File: config.mk
export PLATFORM = sky130hd
export DESIGN_NAME = rca_config_loader
export DESIGN_NICKNAME = d
export VERILOG_FILES = /design/src/rtl/rca_config_pkg.sv /design/src/rtl/rca_config_loader.sv
export SDC_FILE = /design/constraint.sdc
export NUM_CORES = 1
export LEC_CHECK = 0
export BUFFER_PORTS_ARGS = -buffer_cell sky130_fd_sc_hd__buf_2
export CAP_MARGIN = 15
export CORE_MARGIN = 4
export CORE_UTILIZATION = 46
export DETAILED_ROUTE_END_ITERATION = 10
export GPL_TIMING_DRIVEN = 0
export PLACE_DENSITY = 0.77
export SYNTH_ARGS = -nofsm -noshare
export SYNTH_HDL_FRONTEND = slang
export SYNTH_SLANG_ARGS = --single-unit
File: constraint.sdc
create_clock -name clk -period 3.44 [get_ports clk]
set_clock_uncertainty 0.05 [all_clocks]
set_input_delay 0.688 -clock clk [delete_from_list [all_inputs] [get_ports clk]]
set_output_delay 0.688 -clock clk [all_outputs]
set_load 0.02 [all_outputs]
File: src/rtl/rca_config_pkg.sv
// Shared types for the RCA config loader: word layout, error codes, write-strobe indices and word decode.
// Latency: n/a (types, constants and a combinational decode function only).
// Backpressure: n/a.
package rca_config_pkg;

  // RCA array geometry
  localparam int NUM_RCAS           = 4;
  localparam int NUM_READ_PORTS     = 4;
  localparam int NUM_WRITE_PORTS    = 2;
  localparam int NUM_GRID_MUXES     = 16;
  localparam int GRID_MUX_INPUTS    = 8;
  localparam int IO_UNIT_MUX_INPUTS = 8;
  localparam int GRID_NUM_ROWS      = 4;

  localparam int RCA_SEL_W = $clog2(NUM_RCAS);

  // One-hot positions within cfg_wr_en
  localparam int CFG_WR_CPU_FB  = 0;
  localparam int CFG_WR_CPU_NFB = 1;
  localparam int CFG_WR_GRID    = 2;
  localparam int CFG_WR_IO      = 3;
  localparam int CFG_WR_RESULT  = 4;
  localparam int CFG_WR_INP_USE = 5;
  localparam int CFG_WR_W       = 6;

  typedef enum logic [3:0] {
    CFG_END     = 4'd0,
    CFG_CPU_FB  = 4'd1,
    CFG_CPU_NFB = 4'd2,
    CFG_GRID    = 4'd3,
    CFG_IO      = 4'd4,
    CFG_RESULT  = 4'd5,
    CFG_INP_USE = 4'd6
  } cfg_word_type_t;

  typedef struct packed {
    cfg_word_type_t wtype;
    logic [11:0]    addr;
    logic [15:0]    data;
  } cfg_word_t;

  typedef enum logic [1:0] {
    CFG_ERR_OK       = 2'd0,
    CFG_ERR_BAD_WORD = 2'd1,
    CFG_ERR_OVERFLOW = 2'd2,
    CFG_ERR_CHECKSUM = 2'd3
  } cfg_err_t;

  typedef struct packed {
    logic                is_end;
    logic                bad;
    logic [CFG_WR_W-1:0] wr_en;
  } cfg_decode_t;

  // Classify a word and pick its strobe. Types 7-15 are out of the enum range
  // and fall to the default arm, which marks them bad.
  function automatic cfg_decode_t cfg_decode(input cfg_word_t w);
    cfg_decode_t d;
    logic [12:0] depth;
    d     = '0;
    depth = '0;
    case (w.wtype)
      CFG_END:     d.is_end = 1'b1;
      CFG_CPU_FB:  begin depth = 13'(NUM_READ_PORTS);  d.wr_en[CFG_WR_CPU_FB]  = 1'b1; end
      CFG_CPU_NFB: begin
        depth = 13'(NUM_WRITE_PORTS);
        d.wr_en[CFG_WR_CPU_NFB] = 1'b1;
        // Non-feedback ports are always destinations.
        if (!w.data[8]) d.bad = 1'b1;
      end
      CFG_GRID:    begin depth = 13'(NUM_GRID_MUXES);  d.wr_en[CFG_WR_GRID]    = 1'b1; end
      CFG_IO:      begin depth = 13'(GRID_NUM_ROWS);   d.wr_en[CFG_WR_IO]      = 1'b1; end
      CFG_RESULT:  begin depth = 13'(NUM_WRITE_PORTS); d.wr_en[CFG_WR_RESULT]  = 1'b1; end
      CFG_INP_USE: begin depth = 13'(GRID_NUM_ROWS);   d.wr_en[CFG_WR_INP_USE] = 1'b1; end
      default:     d.bad = 1'b1;
    endcase
    if (!d.is_end && ({1'b0, w.addr} >= depth)) d.bad = 1'b1;
    if (d.bad) d.wr_en = '0;
    return d;
  endfunction

  // Fold of the 28-bit running XOR that the END word payload must match.
  function automatic logic [15:0] cfg_csum_fold(input logic [27:0] x);
    return x[15:0] ^ {4'b0, x[27:16]};
  endfunction

endpackage

File: src/rtl/rca_config_loader.sv
// Fetches config words from memory and issues one config-register write strobe per valid word.
// Latency: min 2 cycles/word (FETCH with same-cycle ack, then EXEC); done pulses one cycle after END executes.
// Backpressure: holds mem_req/mem_addr until mem_ack; abort returns to IDLE on the next cycle without done.
//
// Ports: clk/rst (sync, active high); start/abort/start_rca/cfg_base_addr control; busy/done/done_err status;
//   mem_req/mem_addr/mem_ack/mem_rdata fetch port; cfg_rca_sel/cfg_wr_en/cfg_addr/cfg_data/cfg_src_dest
//   config register file write port.
// Build option: RCA_CFG_LOADER_CHECKSUM_EN enables END-word checksum verification (error code 3).
module rca_config_loader
  import rca_config_pkg::*;
#(
  parameter int MAX_CFG_WORDS = 256,
  parameter int MEM_ADDR_W    = 32
) (
  input  logic                  clk,
  input  logic                  rst,
  input  logic                  start,
  input  logic                  abort,
  input  logic [RCA_SEL_W-1:0]  start_rca,
  input  logic [MEM_ADDR_W-1:0] cfg_base_addr,
  output logic                  busy,
  output logic                  done,
  output logic [1:0]            done_err,
  output logic                  mem_req,
  output logic [MEM_ADDR_W-1:0] mem_addr,
  input  logic                  mem_ack,
  input  logic [31:0]           mem_rdata,
  output logic [RCA_SEL_W-1:0]  cfg_rca_sel,
  output logic [CFG_WR_W-1:0]   cfg_wr_en,
  output logic [11:0]           cfg_addr,
  output logic [15:0]           cfg_data,
  output logic                  cfg_src_dest
);

  localparam int CNT_W = $clog2(MAX_CFG_WORDS + 1);
  // Count of words already executed when the word in EXEC is the last one allowed.
  localparam logic [CNT_W-1:0] LAST_WORD = CNT_W'(MAX_CFG_WORDS - 1);

  typedef enum logic [1:0] {
    ST_IDLE,
    ST_FETCH,
    ST_EXEC,
    ST_DONE
  } state_t;

  state_t                state_q, state_d;
  logic [MEM_ADDR_W-1:0] addr_q,  addr_d;
  logic [RCA_SEL_W-1:0]  rca_q,   rca_d;
  cfg_word_t             word_q,  word_d;
  logic [CNT_W-1:0]      cnt_q,   cnt_d;
  cfg_err_t              err_q,   err_d;
`ifdef RCA_CFG_LOADER_CHECKSUM_EN
  logic [27:0]           csum_q,  csum_d;
`endif

  cfg_decode_t           dec;
  logic                  csum_ok;
  logic [CFG_WR_W-1:0]   wr_en;
  logic                  done_pulse;

  assign dec = cfg_decode(word_q);

`ifdef RCA_CFG_LOADER_CHECKSUM_EN
  assign csum_ok = (word_q.data == cfg_csum_fold(csum_q));
`else
  assign csum_ok = 1'b1;
`endif

  always_comb begin
    state_d    = state_q;
    addr_d     = addr_q;
    rca_d      = rca_q;
    word_d     = word_q;
    cnt_d      = cnt_q;
    err_d      = err_q;
`ifdef RCA_CFG_LOADER_CHECKSUM_EN
    csum_d     = csum_q;
`endif
    wr_en      = '0;
    done_pulse = 1'b0;

    case (state_q)
      ST_IDLE: begin
        // abort wins over a simultaneous start
        if (start && !abort) begin
          state_d = ST_FETCH;
          addr_d  = cfg_base_addr;
          rca_d   = start_rca;
          cnt_d   = '0;
          err_d   = CFG_ERR_OK;
`ifdef RCA_CFG_LOADER_CHECKSUM_EN
          csum_d  = '0;
`endif
        end
      end

      ST_FETCH: begin
        if (abort) begin
          state_d = ST_IDLE;
        end else if (mem_ack) begin
          word_d  = cfg_word_t'(mem_rdata);
          state_d = ST_EXEC;
        end
      end

      ST_EXEC: begin
        if (abort) begin
          state_d = ST_IDLE;          // strobe suppressed
        end else if (dec.is_end) begin
          err_d   = csum_ok ? CFG_ERR_OK : CFG_ERR_CHECKSUM;
          state_d = ST_DONE;
        end else if (cnt_q == LAST_WORD) begin
          // Budget exhausted by a non-END word: that word is not written.
          err_d   = CFG_ERR_OVERFLOW;
          state_d = ST_DONE;
        end else if (dec.bad) begin
          err_d   = CFG_ERR_BAD_WORD;
          state_d = ST_DONE;
        end else begin
          wr_en   = dec.wr_en;
          cnt_d   = cnt_q + CNT_W'(1);
          addr_d  = addr_q + MEM_ADDR_W'(4);
`ifdef RCA_CFG_LOADER_CHECKSUM_EN
          csum_d  = csum_q ^ {word_q.addr, word_q.data};
`endif
          state_d = ST_FETCH;
        end
      end

      ST_DONE: begin
        state_d    = ST_IDLE;
        done_pulse = !abort;
      end

      default: state_d = ST_IDLE;
    endcase
  end

  always_ff @(posedge clk) begin
    if (rst) begin
      state_q <= ST_IDLE;
      addr_q  <= '0;
      rca_q   <= '0;
      word_q  <= '0;
      cnt_q   <= '0;
      err_q   <= CFG_ERR_OK;
`ifdef RCA_CFG_LOADER_CHECKSUM_EN
      csum_q  <= '0;
`endif
    end else begin
      state_q <= state_d;
      addr_q  <= addr_d;
      rca_q   <= rca_d;
      word_q  <= word_d;
      cnt_q   <= cnt_d;
      err_q   <= err_d;
`ifdef RCA_CFG_LOADER_CHECKSUM_EN
      csum_q  <= csum_d;
`endif
    end
  end

  assign busy         = (state_q != ST_IDLE);
  assign done         = done_pulse;
  assign done_err     = err_q;
  assign mem_req      = (state_q == ST_FETCH);
  assign mem_addr     = addr_q;
  assign cfg_rca_sel  = rca_q;
  assign cfg_wr_en    = wr_en;
  assign cfg_addr     = word_q.addr;
  assign cfg_data     = word_q.data;
  assign cfg_src_dest = word_q.data[8];

endmodule

==> impl_metrics.py <==
metrics = {
    "routing": {
        "ant_nets": 0,
        "drt_iter0_markers": 293,
        "vias_per_cell": 5.69,
        "finalWirelength_um": 13700,
        "via_count": 4799,
        "wire_per_inst_um": 16.2,
        "first_pass_iters": 6,
        "drcViolationCount": 0,
    },
    "setup_path": {
        "end_kind": "output port",
        "worstPathCellList": "nand2b_4 -> mux2_4 -> nor2_2 -> ha_1 -> and3b_1 -> o41a_1 -> buf_6 -> nor2_2 -> nand4_1 -> nor2_1 -> buf_4",
        "r2r_cells": 12,
        "endpoint": "cfg_wr_en[5]",
        "max_stage_delay_ps": 380,
        "cp.depth": 11,
        "path_buf_inv": 2,
        "reg2reg_from": "word_q[28]",
        "worst_path_max_delay_cell": "dfxtp_4",
        "crit_type": "reg -> out",
        "reg2reg_slack_ps": 120,
        "crit_family": "simple AND/OR/NAND/NOR gates",
        "critPathRequiredTime_ps": 2700,
        "cp-startpoint": "word_q[28]",
        "cp-start-kind": "flip-flop",
        "cp_data_arrival_time_ps": 2810,
        "crit_fanout": 4,
        "r2r_end": "mem_addr[19]",
        "cpMostUsedCell": "nor2_2",
    },
    "status": {
        "failed_checks": "setup timing",
        "status": "finished with violations",
    },
    "synthesis": {
        "synth_edf_count": 0,
        "synth_area_sq_um": 4240,
        "synth-main-ff-cell": "dfxtp_1",
        "synth-seq-cells": 79,
        "synth-seq-area-share_pct": 37.3,
        "ys_async_sr_fraction_pct": 0,
        "netlist.area_leader.share_pct": 37.3,
        "yosysUniqueCellTypes": 56,
        "yosys_warnings": 0,
        "yosys.cell_count.top_type": "nand2_1",
        "synthTopCellsByArea": "dfxtp_1 37%, nand2_1 11%, a21oi_1 7.8%",
        "synth_largest_area_cell": "dfxtp_1",
        "synthCells": 574,
        "syn_nets": 651,
        "syn_area_per_cell_sq_um": 7.39,
        "synth_commonest_cells": "124 x nand2_1, 79 x dfxtp_1, 66 x a21oi_1",
    },
    "floorplan": {
        "coreArea_sq_um": 8850,
        "placementRows": 34,
        "fp.dieW_um": 104,
        "start_util_pct": 48.0,
        "dieArea_sq_um": 10800,
        "die_h_um": 104,
        "io_pins": 145,
    },
    "flow_run": {
        "drv_cap": 0,
    },
    "place": {
        "place_ws_ps": -516,
        "gp_congestion": 0.917,
        "io_buffers": 143,
        "hpwlAfterDp_um": 10200,
        "placement.cell_area_sq_um": 5090,
    },
    "finish": {
        "multi_input_comb_area_sq_um": 2320,
        "regArea_sq_um": 1590,
        "syn_to_final_growth_pct": 27.8,
        "antenna_cells": 0,
        "fin_nets": 808,
        "fillers": 835,
        "layout-drive-gt1-share_pct": 30.4,
        "stdcell_area_sq_um": 5420,
    },
    "global_routing": {
        "grt_max_degree": 14,
        "grt_pass1_wl_um": 22000,
        "grt_pass1_vias": 4495,
        "antenna_found_initial": 0,
        "grtUsageTotal_pct": 24.5,
        "overflow": 0,
    },
    "cts": {
        "worstSkewPairLatency_ps": 360,
        "numCtsBuffers": 9,
        "cts-htree-levels": 3,
        "clock-root-buffer": "clkbuf_8",
        "tritoncts": "done",
        "cts_buffer_depth": 2,
        "clk_pin_slew_ps": 90,
        "numClockSinks": 79,
    },
    "power": {
        "cellPowerDensity_nw_per_um2": 358,
        "p_leak_nw": 2.26,
        "vdd_drop_max_uv": 217,
    },
    "sta": {
        "setup_viol_count_final": 6,
        "slew_headroom_pct": 48.3,
        "rsz0062_at_grt": "true",
        "hold_viol": 0,
        "fin_crit_sh_pct": 103,
        "fmax_ghz": 0.282,
        "period_minus_slack_ps": 3550,
        "postLayoutSetupSlackWorst_ps": -105,
        "slew_viol_final": 0,
        "max_slew.worst_pin.slew_ps": 769,
        "fin_setup_tns_ps": -543,
    },
    "worst_hold_path": {
        "hold_path.class": "reg -> reg",
    },
}
## worst min path at each step
stage / from / to / slack [ps] / depth (start not counted)
after floorplan: cfg_data[0] / cfg_data[0] / 390 / 2
after global placement: cfg_rca_sel[1] / cfg_rca_sel[1] / 390 / 2
after detailed placement: mem_addr[0] / mem_addr[0] / 390 / 2
after CTS: mem_addr[0] / mem_addr[0] / 400 / 2
after global routing: mem_addr[0] / mem_addr[0] / 420 / 2
final: mem_addr[0] / mem_addr[0] / 410 / 2
## report_power, final
part | switching (W) | total, W | internal, W
sequential | 0.0000332 | 0.000974 | 0.000941
combinational | 0.000159 | 0.000263 | 0.000104
clock | 0.000353 | 0.000704 | 0.000351
## through the flow
| stage | util [%] | total power [W] | hold slack, ps | instances |
|---|---|---|---|---|
| 2_1_floorplan | - | 0.00114 | 387 | 574 |
| 4_1_cts | 61.0 | 0.00194 | 405 | 844 |
| 5_1_grt | 61.3 | 0.00202 | 423 | 844 |
| 3_3_place_gp | 57.6 | 0.00124 | 389 | 825 |
| 3_5_place_dp | 57.6 | 0.00125 | 393 | 825 |
| 6_report | 61.3 | 0.00194 | 407 | 844 |
## routing by layer
metal  wire, um  global-route usage (%)  vias to the layer above
met5          0                       0                        -
met4        369                    10.1                        0
met3       1100                    4.53                       38
met2       6590                    40.8                      253
met1       5630                    31.3                     2207
li1           -                       -                     2301
## worst reg2reg max path: stages (launching register included)
cell and delay, ps:
dfxtp_4 380, nand2b_4 140, mux2_4 270, nor2_2 90
ha_1 220, and3b_1 180, o41a_1 370, buf_6 140
buf_4 140, or4_4 490, or4_4 540, o211ai_2 100
a221oi_2 80
## cell type report
| type | count | area share, % |
|---|---|---|
| Buffer | 60 | 6.30 |
| Clock buffer | 10 | 2.54 |
| Clock inverter | 6 | 1.11 |
| Inverter | 12 | 0.831 |
| Multi-Input combinational cell | 420 | 42.8 |
| Sequential cell | 79 | 29.4 |
| Tap cell | 108 | 2.49 |
| Timing Repair Buffer | 149 | 14.5 |
## sequential cells by signal, summed over array words and instances, names as in the netlist
| register | flops |
|---|---|
| cfg_data | 16 |
| state_q | 2 |
| cfg_addr | 12 |
| word_q | 4 |
| done_err | 2 |
| cfg_rca_sel | 2 |
| cnt_q | 9 |
| mem_addr | 32 |
## cells in the final DEF (no fill, tap or decap), types with 7 or more instances in the layout
cell / Yosys / layout
a211oi_1: 7 / 7
nor4_1: 9 / 8
buf_4: 29 / 37
nand2_1: 124 / 124
a21oi_1: 66 / 66
nor2_1: 47 / 43
o21ai_0: 25 / 25
nor3_1: 16 / 15
nand3_1: 19 / 19
nand4_1: 9 / 9
dfxtp_1: 79 / 76
inv_1: 12 / 12
clkbuf_8: 0 / 10
clkbuf_1: 31 / 27
buf_2: 2 / 139
## repair_timing
action,4_1_cts,5_1_grt
pin swaps,6,4
endpoints found under the hold margin,0,0
gates resized for setup,22,7
setup endpoints to repair,41,30
hold buffers,0,0
buffers inserted,6,0
## cells by family (layout without fill, tap and decap cells)
logic type      Yosys count  in the layout  synth area share [%]
xor+xnor                  7              7                  1.44
simple gates            258            258                  27.6
mux                       4              4                 0.973
compound gates          145            145                  21.7
fa+ha+maj                 6              6                  1.77
buf+inv                  75            237                  9.26
flops                    79             79                  37.3
Note: power is estimated with default switching activity, not from simulation.
